$ cat src/rtl/multi_cycle_controller.sv
// Multi-cycle RV32I control FSM: decodes opcode/funct fields and ALU flags into datapath controls.
// Optional macro BRANCH_EXT_EN adds blt/bge/bltu/bgeu decode in the BRANCH state.
module multi_cycle_controller (
  input  logic       clk,
  input  logic       reset,
  input  logic [6:0] op,
  input  logic [2:0] funct3,
  input  logic       funct7b5,
  input  logic       N,
  input  logic       Z,
  input  logic       C,
  input  logic       V,
  input  logic       mem_ready,
  output logic [1:0] ImmSrc,
  output logic [1:0] ALUSrcA,
  output logic [1:0] ALUSrcB,
  output logic [1:0] ResultSrc,
  output logic       AdrSrc,
  output logic [2:0] ALUControl,
  output logic       IRWrite,
  output logic       PCWrite,
  output logic       RegWrite,
  output logic       MemWrite,
  output logic       illegal_instr
);

  typedef enum logic [3:0] {
    FETCH, DECODE, MEMADR, MEMRD, MEMWB, MEMWR,
    EXECR, EXECI, ALUWB, BRANCH, JAL, TRAP
  } state_t;

  state_t state_q, state_d;
  logic   illegal_q, illegal_d;
  logic   taken;
  logic [2:0] aluDecode;

  always_ff @(posedge clk or negedge reset) begin
    if (!reset) begin
      state_q   <= FETCH;
      illegal_q <= 1'b0;
    end else begin
      state_q   <= state_d;
      illegal_q <= illegal_d;
    end
  end

  always_comb begin
    state_d = state_q;
    case (state_q)
      FETCH:  state_d = mem_ready ? DECODE : FETCH;
      DECODE: begin
        case (op)
          7'b0000011, 7'b0100011: state_d = MEMADR;
          7'b0110011:             state_d = EXECR;
          7'b0010011:             state_d = EXECI;
          7'b1100011:             state_d = BRANCH;
          7'b1101111:             state_d = JAL;
          default:                state_d = TRAP;
        endcase
      end
      MEMADR: state_d = (op == 7'b0100011) ? MEMWR : MEMRD;
      MEMRD:  state_d = mem_ready ? MEMWB : MEMRD;
      MEMWB:  state_d = FETCH;
      MEMWR:  state_d = mem_ready ? FETCH : MEMWR;
      EXECR:  state_d = ALUWB;
      EXECI:  state_d = ALUWB;
      ALUWB:  state_d = FETCH;
      BRANCH: state_d = FETCH;
      JAL:    state_d = ALUWB;
      TRAP:   state_d = TRAP;
      default: state_d = FETCH;
    endcase
    illegal_d = illegal_q | (state_d == TRAP);
  end

  // Only R-type with funct7b5 turns funct3=000 into a subtract.
  always_comb begin
    aluDecode = 3'b000;
    case (funct3)
      3'b000:  aluDecode = ((state_q == EXECR) && funct7b5) ? 3'b001 : 3'b000;
      3'b010:  aluDecode = 3'b101;
      3'b110:  aluDecode = 3'b011;
      3'b111:  aluDecode = 3'b010;
      default: aluDecode = 3'b000;
    endcase
  end

`ifdef BRANCH_EXT_EN
  always_comb begin
    taken = 1'b0;
    case (funct3)
      3'b000:  taken = Z;
      3'b001:  taken = ~Z;
      3'b100:  taken = N ^ V;
      3'b101:  taken = ~(N ^ V);
      3'b110:  taken = ~C;
      3'b111:  taken = C;
      default: taken = 1'b0;
    endcase
  end
`else
  logic unusedFlags;
  assign unusedFlags = N ^ C ^ V;

  always_comb begin
    taken = 1'b0;
    case (funct3)
      3'b000:  taken = Z;
      3'b001:  taken = ~Z;
      default: taken = 1'b0;
    endcase
  end
`endif

  // Every output is held at zero while reset is asserted, regardless of state.
  always_comb begin
    ImmSrc     = 2'b00;
    ALUSrcA    = 2'b00;
    ALUSrcB    = 2'b00;
    ResultSrc  = 2'b00;
    AdrSrc     = 1'b0;
    ALUControl = 3'b000;
    IRWrite    = 1'b0;
    PCWrite    = 1'b0;
    RegWrite   = 1'b0;
    MemWrite   = 1'b0;
    if (reset) begin
      case (state_q)
        FETCH: begin
          ALUSrcB   = 2'b10;
          ResultSrc = 2'b10;
          IRWrite   = mem_ready;
          PCWrite   = mem_ready;
        end
        DECODE: begin
          ALUSrcA = 2'b01;
          ALUSrcB = 2'b01;
          ImmSrc  = 2'b10;
        end
        MEMADR: begin
          ALUSrcA = 2'b10;
          ALUSrcB = 2'b01;
          ImmSrc  = (op == 7'b0100011) ? 2'b01 : 2'b00;
        end
        MEMRD: AdrSrc = 1'b1;
        MEMWB: begin
          ResultSrc = 2'b01;
          RegWrite  = 1'b1;
        end
        MEMWR: begin
          AdrSrc   = 1'b1;
          MemWrite = 1'b1;
        end
        EXECR: begin
          ALUSrcA    = 2'b10;
          ALUControl = aluDecode;
        end
        EXECI: begin
          ALUSrcA    = 2'b10;
          ALUSrcB    = 2'b01;
          ALUControl = aluDecode;
        end
        ALUWB: RegWrite = 1'b1;
        BRANCH: begin
          ALUSrcA    = 2'b10;
          ALUControl = 3'b001;
          PCWrite    = taken;
        end
        JAL: begin
          ALUSrcA = 2'b01;
          ALUSrcB = 2'b10;
          PCWrite = 1'b1;
        end
        default: ;
      endcase
    end
  end

  assign illegal_instr = illegal_q;

endmodule
$ cat config.mk
export PLATFORM = sky130hd
export DESIGN_NAME = multi_cycle_controller
export DESIGN_NICKNAME = d
export VERILOG_FILES = /design/src/rtl/multi_cycle_controller.sv
export SDC_FILE = /design/constraint.sdc
export NUM_CORES = 1
export LEC_CHECK = 0
export CAP_MARGIN = 20
export CELL_PAD_IN_SITES_DETAIL_PLACEMENT = 1
export CELL_PAD_IN_SITES_GLOBAL_PLACEMENT = 1
export CORE_ASPECT_RATIO = 0.6
export CORE_UTILIZATION = 30
export CTS_BUF_LIST = sky130_fd_sc_hd__clkbuf_4 sky130_fd_sc_hd__clkbuf_8
export CTS_CLUSTER_DIAMETER = 80
export DETAILED_ROUTE_END_ITERATION = 7
export PLACE_DENSITY = 0.89
export SLEW_MARGIN = 20
export SYNTH_ARGS = -nofsm -noshare
export SYNTH_HDL_FRONTEND = slang
export SYNTH_SLANG_ARGS = --single-unit
$ cat constraint.sdc
create_clock -name clk -period 2.84 [get_ports clk]
set_input_delay 0.426 -clock clk [delete_from_list [all_inputs] [get_ports clk]]
set_output_delay 0.426 -clock clk [all_outputs]
set_load 0.1 [all_outputs]
* Yosys cells after proc, flatten, opt, wreduce, memory -nomap -nowiden
Cells that the tools add are included.
Storage, ports and cells: input port bits 18, output and inout bits 17, logic and storage cells 68, register bits 5
Operators by class: mux-type cells 30, reductions and logical operators 12, equality and inequality tests 22, bitwise operators 2
Operators by type and width (count):
- case mux 4 bit (7 select lines) | 1
- == test 4 bit, second input constant | 5
- case mux 4 bit (5 select lines) | 1
- == test 4 x 3 -> 1 bit, second input constant | 4
- case mux 2 bit (2 select lines) | 4
- == test 7 x 6 -> 1 bit, second input constant | 2
- == test 7 bit, second input constant | 2
- 2-to-1 mux 1 bit | 12
- 2-to-1 mux 3 bit | 4
- case mux 3 bit (4 select lines) | 1
- OR reduction 2 bit | 6
- == test 4 x 2 -> 1 bit, second input constant | 2
- 2-to-1 mux 2 bit | 4
- == test 7 x 2 -> 1 bit, second input constant | 1
- == test 7 x 5 -> 1 bit, second input constant | 1
- == test 3 bit, second input constant | 2
- case mux 3 bit (2 select lines) | 1
- OR reduction 3 bit | 2
- == test 4 x 1 -> 1 bit, second input constant | 1
- zero test 4 bit | 1
- OR reduction 4 bit | 1
- == test 3 x 1 -> 1 bit, second input constant | 1
- == test 3 x 2 -> 1 bit, second input constant | 1
- zero test 3 bit | 1
- 5 further kinds | 5

* Longest topological paths before layout
Gate-level depths: netlist of run 1.
depth after elaboration 6, mapped depth 6, depth with buffers taken out 4

* Worst setup path before layout of run 1
OpenSTA, ideal clock, no wires.
kind register to output, start register state_q[3], end output port IRWrite, data required time 2.414 ns, data arrival time 4.623 ns, setup slack -2.209 ns, stages on the path, launching flop included 6, buffers on the path 1, cells stage by stage dfrtp_1 -> buf_2 -> inv_1 -> nand2_1 -> nor4_1 -> and2_1
On the way: cells in the longest elaborated chain, start to end 3
Ends and longest elaborated chain:
- from (decl) | line 32 | state_t state_q, state_d;
- from (signal assigned) | line 42 | state_q <= state_d;
- zero test 4 bit | line 128 | case (state_q)
- 2-to-1 mux 1 bit | line 128
- 2-to-1 mux 1 bit | line 127 | if (reset) begin
- to (decl) | line 20 | output logic IRWrite,
No other way between the ends.

* Final worst setup path of run 1
Ends and elaborated chain as after synthesis.

==> impl_results.md, run 1 <==
- Cell Pwr Density: 1150 nW/um2
- Number of antenna violations at the first check in global routing: 0
- Number of core rows: 13
- Total of max-cap violations: 0
- Number of sinks handled by clock tree synthesis: 5
- Signed area change from the synthesized netlist to the final layout: 82.3%
- IR drop worst, VDD: 0.739 mV
- Die outline width: 65.3 um
- Dominant combinational cell family by area after synthesis: simple AND/OR/NAND/NOR gates
- Maximum clock rate: 412 MHz
- Number of nets produced by synthesis: 108
- Number of buffers added for setup after CTS: 0
- Count of different cell masters after synthesis: 44
- Yosys warning count: 0
- Final critical-path share of the clock period: 85.4%
- Number of buffers added to fix hold violations after cts: 0
- Latest clock arrival within the worst-skew pair: 0.22 ns
- Core Region: 2210 um2
- Cell leakage power: 0.500 nW
- Gr ovfl total: 0
- Boundary pin count: 35
- H-Tree Level Count: 1
- Required time at the endpoint of the critical path: 2.41 ns
- Clock transition at the register clock pins on the worst setup and hold paths after CTS: 0.04 ns
- Per-cell routed wire length: 19.3 um
- Sequential-to-total area share from yosys stat: 17.3%
- CTS max path bufs: 2
- Final hold violation count: 0
- Largest cells by area after synthesis: sky130_fd_sc_hd__dfrtp_1, sky130_fd_sc_hd__nand2_1, sky130_fd_sc_hd__nor2_1
- Endpoint class of the critical path: output port
- Synth Area per Inst: 8.02 um2
- CTS resizes: 0
- Die Area: 2610 um2
- Critical-path maximum fanout: 18
- Die H: 40 um
- Count of flip-flops with a built-in enable after synthesis: 0
- Maximum number of pins on one net before global-route repair: 19
- Antenna-violating nets left: 0
- Post-synthesis xor/xnor area fraction: 7.28%
- Quantity of I/O buffers inserted on ports: 31
- Number of global-route vias before repair: 831
- Fill cells: 249
- Yosys top cell by area: sky130_fd_sc_hd__dfrtp_1
- Overall routed net length: 2950 um
- First-pass GRT wire length: 4460 um
- DR DRC count: 0
- Number of optimization iterations in the first detailed-route pass: 4
- Detailed Route Iter0 Violations: 28
- Number of buffers created by CTS: 3
- Share of cells above drive strength 1: 33.3%
- Most common flop cell mapped by yosys: sky130_fd_sc_hd__dfrtp_1
- Post-detail-place hpwl: 2360 um
- Final min period: 2.43 ns
- Post-synthesis register bit count: 5
- Worst Slack Setup Final: 0.413 ns
- Number of vias in the routed layout: 836
- Max-slew violation count: 0
- Unrepaired setup endpoints after global routing: no
- Setup_tns: 0 ns
- Cells after synthesis: 90
- Worst hold path type: reg2reg
- Share of Yosys cell area claimed by the top area cell type: 17.3%
- Top cells by count, synth: sky130_fd_sc_hd__nand2_1, sky130_fd_sc_hd__nor2_1
- ANT cells: 0
- Final-report setup violation count: 0
- Post-synthesis compound-gate area fraction: 26.0%
- Final weighted congestion in routability-driven placement: 0.797
- Critical path class: reg2out
- Pre-CTS setup slack: 0.521 ns
- Max-Slew Margin vs Limit: 57.0%
- Simple logic cell fraction of the synthesized area: 38.8%
- Ys async rst share: 100%
- Synthesized-area fraction occupied by adder cells: 0%
- Data arrival time of the worst path: 2.00 ns
- Combined global-route utilization of all metal layers: 24.3%
- Starting density of the core: 32.6%
- Multiplexer share of the synthesized area: 1.39%
- Post-layout nets: 142
- Buffer cell driving the clock tree root: sky130_fd_sc_hd__clkbuf_8
- Ratio of routed vias to standard cells: 5.46
- Status: finished, final reports clean
- Clk_skew: 0.00266 ns
- Worst setup SP type: flip-flop
- Worst Tran Pin Value: 0.645 ns
- Netlist area before placement: 722 um2
- Clock tree from TritonCTS: done
layer usage:
| metal | wire, um | global-route usage (%) |
|---|---|---|
| met4 | 23 | 7.07 |
| met3 | 70 | 1.70 |
| met5 | 0 | 0 |
| met2 | 1450 | 43.8 |
| met1 | 1400 | 32.1 |
layout by cell type (no fill, tap or decap), types with 3 or more instances in the layout:
cell                              instances
sky130_fd_sc_hd__clkdlybuf4s50_1         14
sky130_fd_sc_hd__dfrtp_1                  5
sky130_fd_sc_hd__xnor2_1                  3
sky130_fd_sc_hd__inv_1                    5
sky130_fd_sc_hd__nand2_1                  8
sky130_fd_sc_hd__clkbuf_8                 3
sky130_fd_sc_hd__nor2_1                   8
sky130_fd_sc_hd__buf_4                    6
sky130_fd_sc_hd__xor2_1                   3
sky130_fd_sc_hd__buf_12                  16
sky130_fd_sc_hd__nor3_2                   3
critical path: stages (launching register included):
cell and delay [ns]:
sky130_fd_sc_hd__dfrtp_1 0.60, sky130_fd_sc_hd__inv_1 0.26, sky130_fd_sc_hd__nand2_1 0.22, sky130_fd_sc_hd__nor4_4 0.26
sky130_fd_sc_hd__and2_1 0.24, sky130_fd_sc_hd__buf_12 0.19
worst paths after layout:
kind                               start             to  slack, ns  cells past startpoint
min                        illegal_instr  illegal_instr       0.48                      1
max                           state_q[3]        IRWrite       0.41                      5
min in group asynchronous          reset     state_q[3]       0.62                      2
max in group asynchronous          reset     state_q[0]       2.10                      2
max reg2reg                   state_q[0]  illegal_instr       1.08                      5
min reg2reg                illegal_instr  illegal_instr       0.48                      1
through the flow:
| stage | instances | total power [mW] | hold slack (ns) | cell area (um2) | util [%] |
|---|---|---|---|---|---|
| floorplan | 90 | 1.02 | 0.130 | 772 | - |
| global placement | 149 | 1.32 | 0.454 | 1270 | 57.3 |
| detailed placement | 149 | 1.38 | 0.475 | 1270 | 57.3 |
| CTS | 153 | 1.52 | 0.485 | 1320 | 59.5 |
| global route | 153 | 1.59 | 0.492 | 1320 | 59.5 |
| finish | 153 | 1.52 | 0.477 | 1320 | 59.5 |
logic make-up after synthesis:
family,count (synthesis)
and+or+nand+nor,46
AOI/OAI and AO/OA,20
buffers and inverters,12
xor gates and xnor gates,6
DFF,5
muxes,1
flip-flops by register name (all words and copies together), names as in the netlist:
| signal | cells |
|---|---|
| illegal_instr | 1 |
| state_q | 4 |
power by group:
part	switching, mW	internal, mW	total (mW)	leakage, nW
logic	0.731	0.427	1.16	0.415
registers	0.118	0.103	0.221	0.0587
clock network	0.0348	0.106	0.141	0.0262
final cells by class:
type | instances | area [um2] | area share [%]
clock buffers | 4 | 48.8 | 3.71
inverters | 5 | 18.8 | 1.43
multi-input cells | 73 | 581 | 44.1
flip-flops and latches | 5 | 125 | 9.51
well taps | 30 | 37.5 | 2.85
repair buffers | 36 | 505 | 38.4
No activity file was read; power rests on OpenSTA's default activity.
==> inputs of run 2 (changes only) <==
==> constraint.sdc (replaced) <==
create_clock -name clk -period 2.84 [get_ports clk]
set_input_delay 0.426 -clock clk [delete_from_list [all_inputs] [get_ports clk]]
set_output_delay 0.426 -clock clk [all_outputs]
set_load 0.005 [all_outputs]
==> impl_results.md, run 2 (synthesis results as in run 1) <==
- Status: finished, final reports clean
- Clk_skew: 0.00287 ns
- Flip-flop count of the largest register, all copies and words added: 4
- Reg-to-reg endpoint: illegal_instr
- Signed area change from the synthesized netlist to the final layout: 54.6%
- Worst setup SP type: flip-flop
- Unrepaired setup endpoints after global routing: no
- Cell depth of the worst flop-to-flop path: 5
- Register-to-Register Setup Slack: 0.97 ns
- Number of core rows: 13
- Number of vias in the routed layout: 829
- Final hold violation count: 0
- Critical path origin: state_q[3]
- Data arrival time of the worst path: 2.14 ns
- Maximum number of pins on one net before global-route repair: 19
- Die Area: 2610 um2
- Max-Slew Margin vs Limit: 59.5%
- Cell leakage power: 0.419 nW
- Maximum clock rate: 390 MHz
- Per-cell routed wire length: 15.8 um
- H-Tree Level Count: 1
- Post-detail-place hpwl: 1950 um
- Number of buffers added to fix hold violations after cts: 0
- IR drop worst, VDD: 0.640 mV
- Buffer cell driving the clock tree root: sky130_fd_sc_hd__clkbuf_8
- Worst Slack Setup Final: 0.273 ns
- Die H: 40 um
- Commonest non-fill, non-tap cell in the layout: sky130_fd_sc_hd__clkdlybuf4s50_1
- Critical path class: reg2out
- Utilization of the core after routing: 50.5%
- Number of buffers added for setup after CTS: 0
- Boundary pin count: 35
- Combined flip-flop and latch cell area: 125 um2
- Core Region: 2210 um2
- Worst hold path type: reg2reg
- Endpoint class of the critical path: output port
- Fill cells: 280
- Max-slew violation count: 0
- Critical-path maximum fanout: 18
- Starting density of the core: 32.6%
- Ratio of routed vias to standard cells: 5.38
- Largest Register: state_q
- Clock transition at the register clock pins on the worst setup and hold paths after CTS: 0.03 ns
- Cell class contributing the biggest share of worst-path delay: flip-flops
- Startpoint of the worst register-to-register path: state_q[1]
- Clock tree from TritonCTS: done
- Cell Pwr Density: 855 nW/um2
- CP peak stage delay: 0.72 ns
- Number of sinks handled by clock tree synthesis: 5
- Die outline width: 65.3 um
- Final weighted congestion in routability-driven placement: 0.844
- Final-report setup violation count: 0
- Final critical-path share of the clock period: 90.4%
- Number of buffers created by CTS: 3
- Quantity of I/O buffers inserted on ports: 31
- Combined global-route utilization of all metal layers: 21.2%
- Worst Tran Pin Value: 0.607 ns
- Total buffers and inverters traversed by the critical path: 1
- Final min period: 2.57 ns
- Post-detailed-placement cell area: 1070 um2
- Area of the multi-input gates: 531 um2
- Slowest cell on the critical path: sky130_fd_sc_hd__dfrtp_1
- Required time at the endpoint of the critical path: 2.41 ns
- Number of antenna violations at the first check in global routing: 0
- DR DRC count: 0
- Detailed Route Iter0 Violations: 46
- Cells along the critical path: nand2_1 > nor4_1 > o21bai_1 > a21oi_1 > clkdlybuf4s50_1
- Number of optimization iterations in the first detailed-route pass: 4
- Pre-CTS setup slack: 0.297 ns
- Gr ovfl total: 0
- Overall routed net length: 2430 um
- ANT cells: 0
- CTS resizes: 0
- First-pass GRT wire length: 4020 um
- Final Cell Area: 1120 um2
- Post-layout nets: 143
- Number of global-route vias before repair: 837
- Setup_tns: 0 ns
- Latest clock arrival within the worst-skew pair: 0.22 ns
- Most used cells in the layout excluding fill and tap cells: sky130_fd_sc_hd__clkdlybuf4s50_1, sky130_fd_sc_hd__nand2_1, sky130_fd_sc_hd__nor2_1, sky130_fd_sc_hd__buf_4
- Total of max-cap violations: 0
- CP Depth: 5
- Share of cells above drive strength 1: 13.7%
- CTS max path bufs: 2
- Antenna-violating nets left: 0
- End point of the critical path: PCWrite
[run 2: layer usage]
metal | track usage (%) | up-vias | wire [um]
li1 | - | 403 | -
met4 | 1.63 | 0 | 0
met3 | 3.69 | 0 | 83
met2 | 39.9 | 21 | 1160
met1 | 27.1 | 405 | 1190
met5 | 0 | - | 0
[run 2: final cells by class]
| type | count | area share, % |
|---|---|---|
| clock buffers | 4 | 4.37 |
| inverters | 5 | 1.68 |
| multi-input cells | 73 | 47.5 |
| flip-flops and latches | 5 | 11.2 |
| well taps | 30 | 3.36 |
| repair buffers | 37 | 31.8 |
[run 2: worst min-delay path by stage]
stage                         end  cells after the start     startpoint
CTS                 illegal_instr                      1  illegal_instr
finish              illegal_instr                      1  illegal_instr
floorplan           illegal_instr                      0          reset
global route        illegal_instr                      1  illegal_instr
global placement    illegal_instr                      1  illegal_instr
detailed placement  illegal_instr                      1  illegal_instr
[run 2: metrics by stage]
step	cells	power [mW]	hold slack (ns)
floorplan	90	0.604	0.130
global placement	150	0.782	0.455
detailed placement	150	0.815	0.462
CTS	154	0.961	0.478
global route	154	1.02	0.499
finish	154	0.955	0.467
[run 2: report_power, final]
group | internal [mW] | total [mW] | switching [mW]
Clock | 0.106 | 0.137 | 0.0314
Sequential | 0.103 | 0.224 | 0.121
Combinational | 0.321 | 0.594 | 0.273
Total | 0.529 | 0.955 | 0.425
